--- src/rtl/mem_access_ctrl_pkg.sv ---
// mem_access_ctrl_pkg: shared widths and FSM encoding for the memory access sequencer.
package mem_access_ctrl_pkg;
    localparam int DEF_ADDR_WIDTH = 9;
    localparam int DEF_DATA_WIDTH = 32;
    typedef enum logic [1:0] {
        S_IDLE = 2'd0,
        S_REQ  = 2'd1,
        S_WAIT = 2'd2,
        S_DONE = 2'd3
    } state_t;
endpackage

--- src/rtl/mem_access_ctrl_reg.sv ---
// mem_access_ctrl_reg: parameterised enable register with async active-low clear.
module mem_access_ctrl_reg #(
    parameter int W = 1
) (
    input  logic         clock,
    input  logic         clear,
    input  logic         en,
    input  logic [W-1:0] d,
    output logic [W-1:0] q
);
    always_ff @(posedge clock or negedge clear)
        if (!clear) q <= '0;
        else if (en) q <= d;
endmodule

--- src/rtl/mem_timeout_cnt.sv ---
// mem_timeout_cnt: ack timeout down-counter; last flags the decrement that reaches zero.
module mem_timeout_cnt #(
    parameter int TIMEOUT = 15
) (
    input  logic clock,
    input  logic clear,
    input  logic load,
    input  logic dec,
    output logic last
);
    localparam int W = $clog2(TIMEOUT + 1);
    logic [W-1:0] cnt;
    always_ff @(posedge clock or negedge clear)
        if (!clear) cnt <= '0;
        else if (load) cnt <= W'(TIMEOUT);
        else if (dec && cnt != '0) cnt <= cnt - W'(1);
    // A WAIT cycle with last set and no ack is the final allowed wait cycle.
    assign last = cnt == W'(1);
endmodule

--- src/rtl/mem_access_ctrl.sv ---
// mem_access_ctrl: turns single-cycle read/write commands into a memory req/ack handshake
// with timeout, registered read data and an MDR load pulse.
module mem_access_ctrl
    import mem_access_ctrl_pkg::*;
#(
    parameter int ADDR_WIDTH = DEF_ADDR_WIDTH,
    parameter int DATA_WIDTH = DEF_DATA_WIDTH,
    parameter int TIMEOUT    = 15
) (
    input  logic                  clock,
    input  logic                  clear,
    input  logic                  rd_cmd,
    input  logic                  wr_cmd,
    input  logic [ADDR_WIDTH-1:0] mar_addr,
    input  logic [DATA_WIDTH-1:0] mdr_data,
    output logic [DATA_WIDTH-1:0] Mdatain,
    output logic                  mdr_load,
    output logic                  busy,
    output logic                  done,
    output logic                  err,
    input  logic                  err_clr,
    output logic                  mem_req,
    output logic                  mem_we,
    output logic [ADDR_WIDTH-1:0] mem_addr,
    output logic [DATA_WIDTH-1:0] mem_wdata,
    input  logic [DATA_WIDTH-1:0] mem_rdata,
    input  logic                  mem_ack
);
    state_t state, next;
    logic start, last, acked, timeout, capture;
    assign start   = (state == S_IDLE) && (rd_cmd || wr_cmd);
    assign timeout = (state == S_WAIT) && !mem_ack && last;
    assign capture = (state == S_WAIT) && mem_ack && !mem_we;
    always_ff @(posedge clock or negedge clear)
        if (!clear) begin
            state <= S_IDLE;
            acked <= 1'b0;
            err   <= 1'b0;
        end else begin
            state <= next;
            if (state == S_WAIT) acked <= mem_ack;
            if (timeout) err <= 1'b1;
            else if (err_clr) err <= 1'b0;
        end
    always_comb begin
        next     = state;
        mem_req  = 1'b0;
        busy     = 1'b0;
        done     = 1'b0;
        mdr_load = 1'b0;
        next     = (state == S_IDLE) ? (start ? S_REQ : S_IDLE)
                 : (state == S_REQ)  ? S_WAIT
                 : (state == S_WAIT) ? ((mem_ack || last) ? S_DONE : S_WAIT)
                 : S_IDLE;
        mem_req  = (state == S_REQ) || (state == S_WAIT);
        busy     = state != S_IDLE;
        done     = state == S_DONE;
        mdr_load = (state == S_DONE) && acked && !mem_we;
    end
    mem_timeout_cnt #(.TIMEOUT(TIMEOUT)) u_cnt (
        .clock(clock), .clear(clear),
        .load(state == S_REQ), .dec((state == S_WAIT) && !mem_ack),
        .last(last)
    );
    // Write wins when both commands arrive together, so mem_we latches wr_cmd alone.
    mem_access_ctrl_reg #(.W(ADDR_WIDTH)) u_addr (
        .clock(clock), .clear(clear), .en(start), .d(mar_addr), .q(mem_addr));
    mem_access_ctrl_reg #(.W(DATA_WIDTH)) u_wdata (
        .clock(clock), .clear(clear), .en(start), .d(mdr_data), .q(mem_wdata));
    mem_access_ctrl_reg #(.W(1)) u_we (
        .clock(clock), .clear(clear), .en(start), .d(wr_cmd), .q(mem_we));
    mem_access_ctrl_reg #(.W(DATA_WIDTH)) u_rdata (
        .clock(clock), .clear(clear), .en(capture), .d(mem_rdata), .q(Mdatain));
endmodule

--- config.mk ---
export PLATFORM = sky130hd
export DESIGN_NAME = mem_access_ctrl
export DESIGN_NICKNAME = d
export VERILOG_FILES = /design/src/rtl/mem_access_ctrl_pkg.sv /design/src/rtl/mem_access_ctrl_reg.sv /design/src/rtl/mem_timeout_cnt.sv /design/src/rtl/mem_access_ctrl.sv
export SDC_FILE = /design/constraint.sdc
export NUM_CORES = 1
export LEC_CHECK = 0
export BUFFER_PORTS_ARGS = -buffer_cell sky130_fd_sc_hd__buf_2
export CORE_MARGIN = 2
export CORE_UTILIZATION = 46
export DETAILED_ROUTE_END_ITERATION = 8
export GPL_TIMING_DRIVEN = 0
export PLACE_DENSITY = 0.79
export SKIP_CTS_REPAIR_TIMING = 1
export SYNTH_ARGS = -nofsm -noshare
export SYNTH_HDL_FRONTEND = slang
export SYNTH_SLANG_ARGS = --single-unit
--- constraint.sdc ---
create_clock -name clock -period 1.8 [get_ports clock]
set_input_delay 0 -clock clock [delete_from_list [all_inputs] [get_ports clock]]
set_output_delay 0 -clock clock [all_outputs]
set_load 0.02 [all_outputs]
=== Word level (Yosys, flattened, before mapping) ===
Cells that the tools add are included.

* Register bits: 82
* Input bits: 79
* Logic and storage cells: 40

* Add/subtract/negate cells: 1
* Equality and inequality tests: 4
* Muxes and demuxes: 9
* Reductions and logical operators: 18

{| class="wikitable"
|+ Operators with widths
! kind !! number
|-
| $logic_and 1x1->1 || 8
|-
| $mux 4 || 2
|-
| $mux 2 || 3
|-
| $reduce_bool 2->1 || 3
|-
| $eq 2x2->1 const B || 2
|-
| $eq 4x1->1 const B || 1
|-
| $mux 1 || 4
|-
| $reduce_bool 4->1 || 1
|-
| $sub 4x1->4 const B || 1
|-
| $logic_or 1x1->1 || 3
|-
| $eq 2x1->1 const B || 1
|-
| $logic_not 1->1 || 2
|-
| $logic_not 2->1 || 1
|}

=== Depth between registers and ports, before layout ===
Gate-level depths: netlist of run 1.

* Depth in word-level cells: 6
* Gate-level depth with buffers: 6
* Depth with buffers taken out: 5

=== By module ===
A second synthesis of run 1 with hierarchy kept.

* Cell total of the unflattened synthesis: 204
* Area, all modules: 3,569.7 µm²

{| class="wikitable"
|+ By module, submodules not included
! module !! times used !! cells an instance !! area each (µm²) !! sequential area each (µm²)
|-
| mem_access_ctrl_reg at u_rdata ... || 2 || 68 || 1,345.0 || 800.8
|-
| mem_access_ctrl_reg at u_addr || 1 || 19 || 371.6 || 225.2
|-
| mem_timeout_cnt || 1 || 23 || 235.2 || 100.1
|-
| mem_access_ctrl || 1 || 24 || 232.7 || 100.1
|-
| mem_access_ctrl_reg at u_we || 1 || 2 || 40.0 || 25.0
|}

=== Worst setup path after synthesis of run 1 ===
OpenSTA, ideal clock, no wires.

* Kind: register -> register
* Start: register state[0]
* End: register u_rdata.q[10]
* Library setup time: 0.125 ns
* Arrival: 1.285 ns
* Data required time: 1.675 ns
* Setup slack: 0.390 ns
* Cell stages (with the launch flop): 6
* Clock period less this slack: 1.410 ns
* Path through: dfrtp_1 > inv_1 > ha_1 > nand3b_4 > buf_6 > mux2_4

* Cells in the longest elaborated chain, start to end: 3

{| class="wikitable"
|+ RTL lines
! what !! line !! text
|-
| start: declaration || mem_access_ctrl.sv:29 || <nowiki>state_t state, next;</nowiki>
|-
| start signal: assignment || mem_access_ctrl.sv:40 || <nowiki>state <= next;</nowiki>
|-
| $eq 2x2->1 || mem_access_ctrl.sv:33 || <nowiki>assign capture = (state == S_WAIT) && mem_ack && !mem_we;</nowiki>
|-
| $logic_and 1x1->1 (2 in series) || mem_access_ctrl.sv:33 ||
|-
| end signal: assignment || mem_access_ctrl_reg.sv:12 || <nowiki>if (!clear) q <= '0;</nowiki>
|-
| end signal: assignment || mem_access_ctrl_reg.sv:13 || <nowiki>else if (en) q <= d;</nowiki>
|-
| end: declaration || mem_access_ctrl_reg.sv:9 || <nowiki>output logic [W-1:0] q</nowiki>
|}

Every way passes these cells.
A chain may end at the register's enable or synchronous reset.

=== Worst setup path after layout of run 1 ===
* Start: register state[0]
* End: register u_rdata.q[16]

The elaborated chain is that of the path after synthesis.

==> results of run 1 <==
## layer usage
metal	routed length (µm)	vias to the layer above	GRT usage (%)	share of wire (%)
met2	4510	122	26.6	52
met4	140	0	6.65	1.6
li1	-	1209	-	-
met3	659	12	4.71	7.6
met5	0	-	0	0
met1	3330	1254	19.9	39
## power by group through the flow
| stage | registers, mW | logic (mW) | clock network [mW] |
|---|---|---|---|
| 3_5_place_dp | 3.29 | 4.34 | 0 |
| 5_1_grt | 3.39 | 4.82 | 1.67 |
| 2_1_floorplan | 4.32 | 1.91 | 0 |
| 6_report | 3.30 | 4.50 | 1.56 |
| 3_3_place_gp | 3.22 | 4.26 | 0 |
| 4_1_cts | 3.26 | 4.36 | 1.59 |
## worst max-delay path, delay by kind of cell, from the launching register on
kind	cells	cell delay [ns]
buffers and inverters	2	0.27
DFF	1	0.41
muxes	1	0.32
adders and majority gates	1	0.28
and+or+nand+nor	1	0.16
## logic make-up after synthesis
| family | synth area share [%] |
|---|---|
| fa+ha+maj | 2.23 |
| mux | 28.4 |
| buf+inv | 3.24 |
| compound gates | 2.16 |
| flops | 61.0 |
| simple gates | 2.94 |
## sequential cells by signal (all words and copies together), names as in the netlist
name	count
u_rdata.q	32
u_we.q	1
state	2
err	1
u_wdata.q	32
acked	1
u_cnt.cnt	4
u_addr.q	9
## worst max path at each step
stage                         from             to  depth (start not counted)
final                     state[0]  u_rdata.q[16]                          5
after global routing      state[0]  u_rdata.q[18]                          5
after CTS                 state[0]  u_rdata.q[16]                          5
after detailed placement  state[0]  u_rdata.q[27]                          5
after global placement       clear  u_wdata.q[30]                          1
after floorplan           state[0]  u_rdata.q[10]                          5
## cells in the mapped netlist (all sizes together)
cell | instances | area share [%]
buf | 7 | 2.3
nand2 | 5 | 0.56
nand3 | 3 | 0.45
nor2b | 1 | 0.19
nand2b | 1 | 0.19
o41ai | 1 | 0.26
mux2 | 74 | 28
inv | 8 | 0.89
a211o | 1 | 0.26
ha | 6 | 2.2
a21oi | 2 | 0.30
o211ai | 1 | 0.22
nor3 | 1 | 0.15
a31oi | 1 | 0.19
nand4b | 1 | 0.26
nand3b | 1 | 0.60
dfrtp | 82 | 61
o21ai | 4 | 0.93
mux2i | 1 | 0.30
nor2 | 5 | 0.56
## placed cells by master, fill, tap and decap left out, types with 2 or more instances in the layout
cell type	Yosys	layout
buf_6	7	7
mux2_1	6	6
nand3_1	3	3
mux2_4	30	30
dfrtp_1	82	82
buf_2	0	156
nor2_1	5	5
clkbuf_1	0	2
nand2_1	5	5
bufinv_16	0	3
a21oi_1	2	2
o21ai_0	3	3
dlygate4sd3_1	0	77
ha_1	6	6
clkbuf_8	0	9
mux2_2	38	38
inv_1	8	8
## area by class of cell
class	instances	area share, %
clock inverter	5	1.94
tap	99	2.34
buffer	7	1.49
clock buffer	11	2.48
timing repair buffer	235	29.8
multi-input combinational	109	22.7
sequential	82	38.7
inverter	8	0.567
==> impl_metrics.tcl, run 1 <==
set metrics [dict create \
    outcome "finished, final reports clean" \
    cts_tree "done" \
    place_inst 463 \
    slew_viol_final 0 \
    clkPwrFrac_pct 16.7 \
    p_sw_mw 3.54 \
    numCtsBuffers 9 \
    drc 0 \
    hp-start "rd_cmd" \
    ctsLongestPathBuffers 2 \
    grt_pass1_vias 2051 \
    path_cells "inv_1, ha_1, nand3b_4, buf_6, mux2_4" \
    grt_max_degree 44 \
    dieArea_um2 8010 \
    dr.first_iter.drc_count 67 \
    min_to "u_wdata.q[10]" \
    worst-setup-path-type "flip-flop to flip-flop" \
    ios 158 \
    synth_nets 291 \
    rows 31 \
    timing.rr.start "state[0]" \
    drtPass1Iterations 4 \
    combPwrFrac_pct 48.1 \
    crit_slowest_cell "dfrtp_1" \
    worstPathRequired_ns 2.01 \
    io_buffer_count 157 \
    ir_worst_vdd_mv 0.971 \
    p_per_area_nw_per_um2 1760 \
    fmax_mhz 638 \
    syn_area_per_cell_um2 16.3 \
    vias_per_cell 4.67 \
    fin_nets 537 \
    cts.sinks 82 \
    fin_ws_ns 0.233 \
    drt_wl_total_um 8640 \
    syn_inst 206 \
    multi_input_area_um2 1200 \
    clk_pin_slew_ns 0.08 \
    worst_setup_path_start_kind "flip-flop" \
    grt-ovfl-total 0 \
    htree_levels 3 \
    num_antenna_cells 0 \
    placed_area_um2 4300 \
    netSwitchingFraction_pct 37.8 \
    rr_endpoint "u_rdata.q[16]" \
    antenna_found_initial 0 \
    finalHoldViolations 0 \
    fillers 437 \
    worstSetupEndpointType "flip-flop" \
    leakagePower_nw 2.69 \
    grt_setup_unrepaired "no" \
    place_congestion 0.803 \
    start_util_pct 46.9 \
    yosysUniqueCellTypes 23 \
    hp-class "input port to flip-flop" \
    setup_violations 0 \
    synthesis.area_um2 3360 \
    relSlewSlack_pct 65.8 \
    routedWlPerCell_um 15.5 \
    stdcell_count 556 \
    cts-root-buf "clkbuf_8" \
    path_max_fanout 10 \
    power_mw 9.35 \
    drive_gt1_share_pct 54.5 \
    whs_ns 0.145 \
    p_seq_share_pct 35.3 \
    min_path_cells 3 \
    p_int_mw 5.82 \
    worst_pin_slew_ns 0.513 \
    dp_slack_ns 0.257 \
    antenna_left 0 \
    grt_pass1_wl_um 9730 \
    finalSetupTns_ns 0 \
    fin_area_um2 5300 \
    finalCritPeriodShare_pct 87.0 \
    detailed_place_hpwl_um 5190 \
    final_core_util_pct 73.9 \
    final-seq-area_um2 2050 \
    via_count 2597 \
    synth-seq-area-share_pct 61.0 \
    grt_util_all_layers_pct 16.1 \
    drv_cap 0 \
    synth_warnings 0 \
    ff2ff_path_depth 5 \
    crit_arrival_ns 1.78 \
    die_w_um 89.5 \
    syn2layout_area_growth_pct 57.6 \
    clock_skew_ns 0.00906 \
    clkLatencyLatePin_ns 0.34 \
    core_area_um2 7180 \
    cpPeakStageDelay_ns 0.41 \
    period_needed_ns 1.57 \
    synth-seq-cells 82 \
    reg2reg_setup_slack_ns 0.23 \
    dieHeight_um 89.5 \
]
No activity file was read; power rests on OpenSTA's default activity.
==> run 2: changes to the inputs <==
- ABC_AREA: unset -> 1
- CORE_UTILIZATION: 46 -> 47
- PLACE_DENSITY: 0.79 -> 0.8
==> impl_metrics.tcl, run 2 <==
set metrics [dict create \
    outcome "finished, final reports clean" \
    dieHeight_um 90.2 \
    dieArea_um2 8140 \
    antenna_left 0 \
    clkLatencyLatePin_ns 0.34 \
    fin_ws_ns 0.335 \
    synth_compound_area_share_pct 13.6 \
    die_w_um 90.2 \
    via_count 3373 \
    whs_ns 0.126 \
    final_common_cell "buf_2" \
    reg.largest.list "u_rdata.q: 32 flops, u_wdata.q: 32 flops, u_addr.q: 9 flops" \
    clkPwrFrac_pct 16.4 \
    power_mw 8.98 \
    place_inst 628 \
    path_max_fanout 10 \
    path_cells "inv_1, ha_1, o21ai_2, clkbuf_1, o21ai_0" \
    drt_wl_total_um 10200 \
    yosys-mux-area-fraction_pct 0 \
    rr_endpoint "u_wdata.q[20]" \
    cpPeakStageDelay_ns 0.39 \
    timing.rr.start "state[0]" \
    ff2ff_path_depth 5 \
    vias_per_cell 4.68 \
    grt_max_degree 44 \
    synthAdderAreaFrac_pct 2.15 \
    syn_inst 371 \
    worst-setup-path-type "flip-flop to flip-flop" \
    drive_gt1_share_pct 33.9 \
    hp-class "input port to flip-flop" \
    worst_pin_slew_ns 0.516 \
    hp-start "rd_cmd" \
    start_util_pct 48.5 \
    synth_warnings 0 \
    grt_pass1_wl_um 13400 \
    combPwrFrac_pct 47.9 \
    netlist.area_leader.share_pct 58.7 \
    crit_slowest_cell "dfrtp_1" \
    syn_area_per_cell_um2 9.42 \
    dp_slack_ns 0.349 \
    syn2layout_area_growth_pct 55.0 \
    slew_viol_final 0 \
    p_int_mw 5.10 \
    final_core_util_pct 75.1 \
    worstPathRequired_ns 2.00 \
    fin_area_um2 5420 \
    num_antenna_cells 0 \
    final_cell_mix "buf_2 (157), nand2_1 (87), inv_1 (85)" \
    worst_setup_path_start_kind "flip-flop" \
    fin_nets 702 \
    period_needed_ns 1.46 \
    min_path_cells 5 \
    finalCritPeriodShare_pct 81.4 \
    stdcell_count 721 \
    grt-ovfl-total 0 \
    clock_skew_ns 0.0126 \
    ir_worst_vdd_mv 0.916 \
    htree_levels 3 \
    ctsLongestPathBuffers 2 \
    crit_arrival_ns 1.67 \
    path_buf_inv 2 \
    p_per_area_nw_per_um2 1660 \
    rows 31 \
    grt_util_all_layers_pct 20.5 \
    drtPass1Iterations 4 \
    routedWlPerCell_um 14.1 \
    place_congestion 0.789 \
    fmax_mhz 683 \
    finalHoldViolations 0 \
    synth_edf_count 0 \
    synth_top_family_by_area "compound AO/OA/AOI/OAI gates" \
    cts-root-buf "clkbuf_8" \
    leakagePower_nw 3.07 \
    ios 158 \
    p_sw_mw 3.88 \
    ys.flop_type "dfrtp_1" \
    dr.first_iter.drc_count 182 \
    numCtsBuffers 9 \
    synth-seq-area-share_pct 58.7 \
    worstSetupEndpointType "flip-flop" \
    grt_setup_unrepaired "no" \
    cts.sinks 82 \
    clk_pin_slew_ns 0.09 \
    min_to "u_wdata.q[8]" \
    async_flop_share_pct 100 \
    cp_top_family "buffers and inverters" \
    antenna_found_initial 0 \
    yosysUniqueCellTypes 19 \
    core_area_um2 7210 \
    yosys.area_share.simple_pct 12.3 \
    synth.most_common_cell "nand2_1" \
    synth-seq-cells 82 \
    setup_violations 0 \
    synth_nets 456 \
    detailed_place_hpwl_um 6070 \
    synth_xor_xnor_area_share_pct 0 \
    finalSetupTns_ns 0 \
    cts_tree "done" \
    drc 0 \
    drv_cap 0 \
    p_seq_share_pct 35.7 \
    relSlewSlack_pct 65.6 \
    grt_pass1_vias 2935 \
    reg2reg_setup_slack_ns 0.34 \
    netSwitchingFraction_pct 43.2 \
    yosysTopAreaCell "dfrtp_1" \
    placed_area_um2 4430 \
    ys_top_cells_by_count "nand2_1 (87), inv_1 (85), dfrtp_1 (82)" \
    synthesis.area_um2 3500 \
    synthTopCellsByArea "dfrtp_1 (59%), nand2_1 (9.3%), inv_1 (9.1%)" \
    fillers 495 \
    io_buffer_count 157 \
]
-- run 2: cell count changes after synthesis, sizes merged, moves of 2 or more --
cell and change:
nand2 +84, inv +77, o21ai +75, mux2 -74
buf +6, nand3 +3, a21oi -2, clkbuf +2
-- run 2: layer usage --
metal / GRT usage (%) / part of all wire (%)
met5: 0 / 0
met4: 9.62 / 4.7
met3: 4.53 / 3.6
met2: 33.7 / 54
met1: 25.8 / 37
-- run 2: final cells by class --
cell class	instances	area [µm²]	area share (%)
Timing Repair Buffer	235	1580	29.1
Tap cell	99	124	2.29
Sequential cell	82	2050	37.9
Inverter	85	319	5.89
Clock inverter	4	75.1	1.39
Buffer	15	145	2.68
Clock buffer	12	145	2.68
Multi-Input combinational cell	189	980	18.1
-- run 2: worst max-delay path by stage --
stage,cells past startpoint,slack (ns),start,to
6_report,5,0.34,state[0],u_wdata.q[20]
2_1_floorplan,7,0.58,state[0],u_cnt.cnt[1]
3_3_place_gp,1,0.09,clear,u_rdata.q[30]
5_1_grt,5,0.19,state[0],u_wdata.q[24]
4_1_cts,5,0.34,state[0],u_wdata.q[20]
3_5_place_dp,5,0.35,state[0],u_wdata.q[20]
-- run 2: cell families after synthesis --
family	after synthesis
simple gates	104
buf+inv	100
flops	82
compound gates	79
fa+ha+maj	6
-- run 2: worst min-delay path, delay by kind of cell --
| kind | cells | cell delay, ns |
|---|---|---|
| buffers and inverters | 2 | 0.23 |
| AO/OA/AOI/OAI | 2 | 0.13 |
| AND/OR/NAND/NOR | 1 | 0.06 |
-- run 2: power groups by stage --
stage               clock network, mW  logic, mW  registers, mW
detailed placement                  0       4.12           3.20
CTS                              1.49       4.13           3.17
global placement                    0       4.00           3.17
finish                           1.47       4.30           3.21
floorplan                           0       1.74           4.15
global route                     1.59       4.68           3.31
==> run 3: changes to the inputs <==
- clock period: 1.8 -> 1.35 ns (I/O delays scaled with it)
==> impl_metrics.tcl, run 3 (synthesized netlist as in run 2, its figures left out) <==
set metrics [dict create \
    outcome "complete, but fails checks" \
    violations "setup timing" \
    p_int_mw 7.06 \
    ir_worst_vdd_mv 1.25 \
    cts_tree "done" \
    period_needed_ns 1.36 \
    grt_util_all_layers_pct 20.5 \
    cp_top_family "flip-flops" \
    fmax_mhz 733 \
    drc 0 \
    worst_pin_slew_ns 0.514 \
    path_buf_inv 2 \
    cts.sinks 82 \
    syn2layout_area_growth_pct 58.8 \
    cpPeakStageDelay_ns 0.44 \
    worst_setup_path_start_kind "flip-flop" \
    fillers 489 \
    clock_skew_ns 0.00998 \
    finalHoldViolations 0 \
    grt-ovfl-total 0 \
    vias_per_cell 4.72 \
    grt_setup_unrepaired "yes" \
    dieArea_um2 8140 \
    rows 31 \
    p_per_area_nw_per_um2 2250 \
    grt_pass1_wl_um 13400 \
    grt_max_degree 44 \
    crit_slowest_cell "dfrtp_1" \
    cts-root-buf "clkbuf_8" \
    ios 158 \
    fin_nets 710 \
    io_buffer_count 157 \
    reg.largest.list "u_rdata.q: 32 flops, u_wdata.q: 32 flops, u_addr.q: 9 flops" \
    start_util_pct 48.5 \
    crit_arrival_ns 1.58 \
    clkLatencyLatePin_ns 0.34 \
    grt_pass1_vias 2935 \
    antenna_left 0 \
    p_sw_mw 5.41 \
    relSlewSlack_pct 65.7 \
    stdcell_count 729 \
    num_antenna_cells 0 \
    core_area_um2 7210 \
    drive_gt1_share_pct 37.8 \
    die_w_um 90.2 \
    path_max_fanout 6 \
    routedWlPerCell_um 14.6 \
    path_cells "inv_2, ha_4, nand3b_4, buf_4, nand2_1, o21ai_1" \
    p_seq_share_pct 34.7 \
    finalCritPeriodShare_pct 101 \
    ctsLongestPathBuffers 2 \
    htree_levels 3 \
    antenna_found_initial 0 \
    final_common_cell "buf_2" \
    place_inst 628 \
    worstPathRequired_ns 1.57 \
    dieHeight_um 90.2 \
    dr.first_iter.drc_count 211 \
    clk_pin_slew_ns 0.09 \
    fin_ws_ns -0.0137 \
    worstSetupEndpointType "flip-flop" \
    via_count 3442 \
    drt_wl_total_um 10700 \
    finalSetupTns_ns -0.0146 \
    hp-class "input port to flip-flop" \
    place_congestion 0.789 \
    clkPwrFrac_pct 15.7 \
    setup_violations 2 \
    drv_cap 0 \
    worst-setup-path-type "flip-flop to flip-flop" \
    netSwitchingFraction_pct 43.4 \
    final_cell_mix "buf_2 (158), nand2_1 (83), inv_1 (81), dfrtp_1 (81), dlygate4sd3_1 (76)" \
    combPwrFrac_pct 49.6 \
    power_mw 12.5 \
    drtPass1Iterations 4 \
    slew_viol_final 0 \
    detailed_place_hpwl_um 6070 \
    leakagePower_nw 3.12 \
    numCtsBuffers 9 \
]
==> run 3: routing by layer <==
metal,up-vias,part of all wire (%),GRT usage (%)
met5,-,0,0
met4,0,5.6,9.62
met3,52,3.4,4.53
met2,127,53,33.7
met1,1630,38,25.8
li1,1633,-,-
==> run 3: path summary, 6_finish.rpt <==
path	from	endpoint	slack (ns)	cells after the start
max in group asynchronous	clear	u_rdata.q[30]	0.53	3
min reg2reg	u_rdata.q[31]	u_rdata.q[31]	0.48	2
max	state[0]	u_rdata.q[20]	-0.01	6
min	mem_ack	state[0]	0.09	3
max reg2reg	state[0]	u_rdata.q[20]	-0.01	6
min in group asynchronous	clear	u_addr.q[1]	0.19	2
==> run 3: area by class of cell <==
cell class	instances	area [µm²]	share of cell area [%]
buffer	15	146	2.64
tap	99	124	2.23
clock buffer	12	145	2.61
timing repair buffer	242	1630	29.3
clock inverter	4	75.1	1.35
sequential	82	2050	37.0
multi-input combinational	190	1060	19.1
inverter	85	322	5.79
==> run 3: power groups by stage <==
stage	Clock [mW]	Combinational (mW)	Sequential, mW
floorplan	0	2.32	5.54
global placement	0	5.33	4.23
detailed placement	0	5.49	4.26
CTS	1.99	5.50	4.23
global route	2.12	6.68	4.45
finish	1.96	6.18	4.32
==> run 3: through the flow <==
step | setup slack, ns | util, % | cell area, µm² | hold slack, ns
finish | -0.0137 | 76.9 | 5550 | 0.0934
global route | -0.0812 | 76.9 | 5550 | 0.119
CTS | -0.106 | 64.4 | 4650 | -0.367
detailed placement | -0.101 | 61.4 | 4430 | 0.0110
global placement | -0.357 | 61.1 | 4410 | 0.198
floorplan | 0.127 | - | 3500 | -0.296
==> run 3: worst reg2reg max path, delay by kind of cell, from the launching register on <==
| family | cells | cell delay, ns |
|---|---|---|
| simple gates | 2 | 0.22 |
| buf+inv | 2 | 0.32 |
| flops | 1 | 0.44 |
| fa+ha+maj | 1 | 0.20 |
| compound gates | 1 | 0.08 |
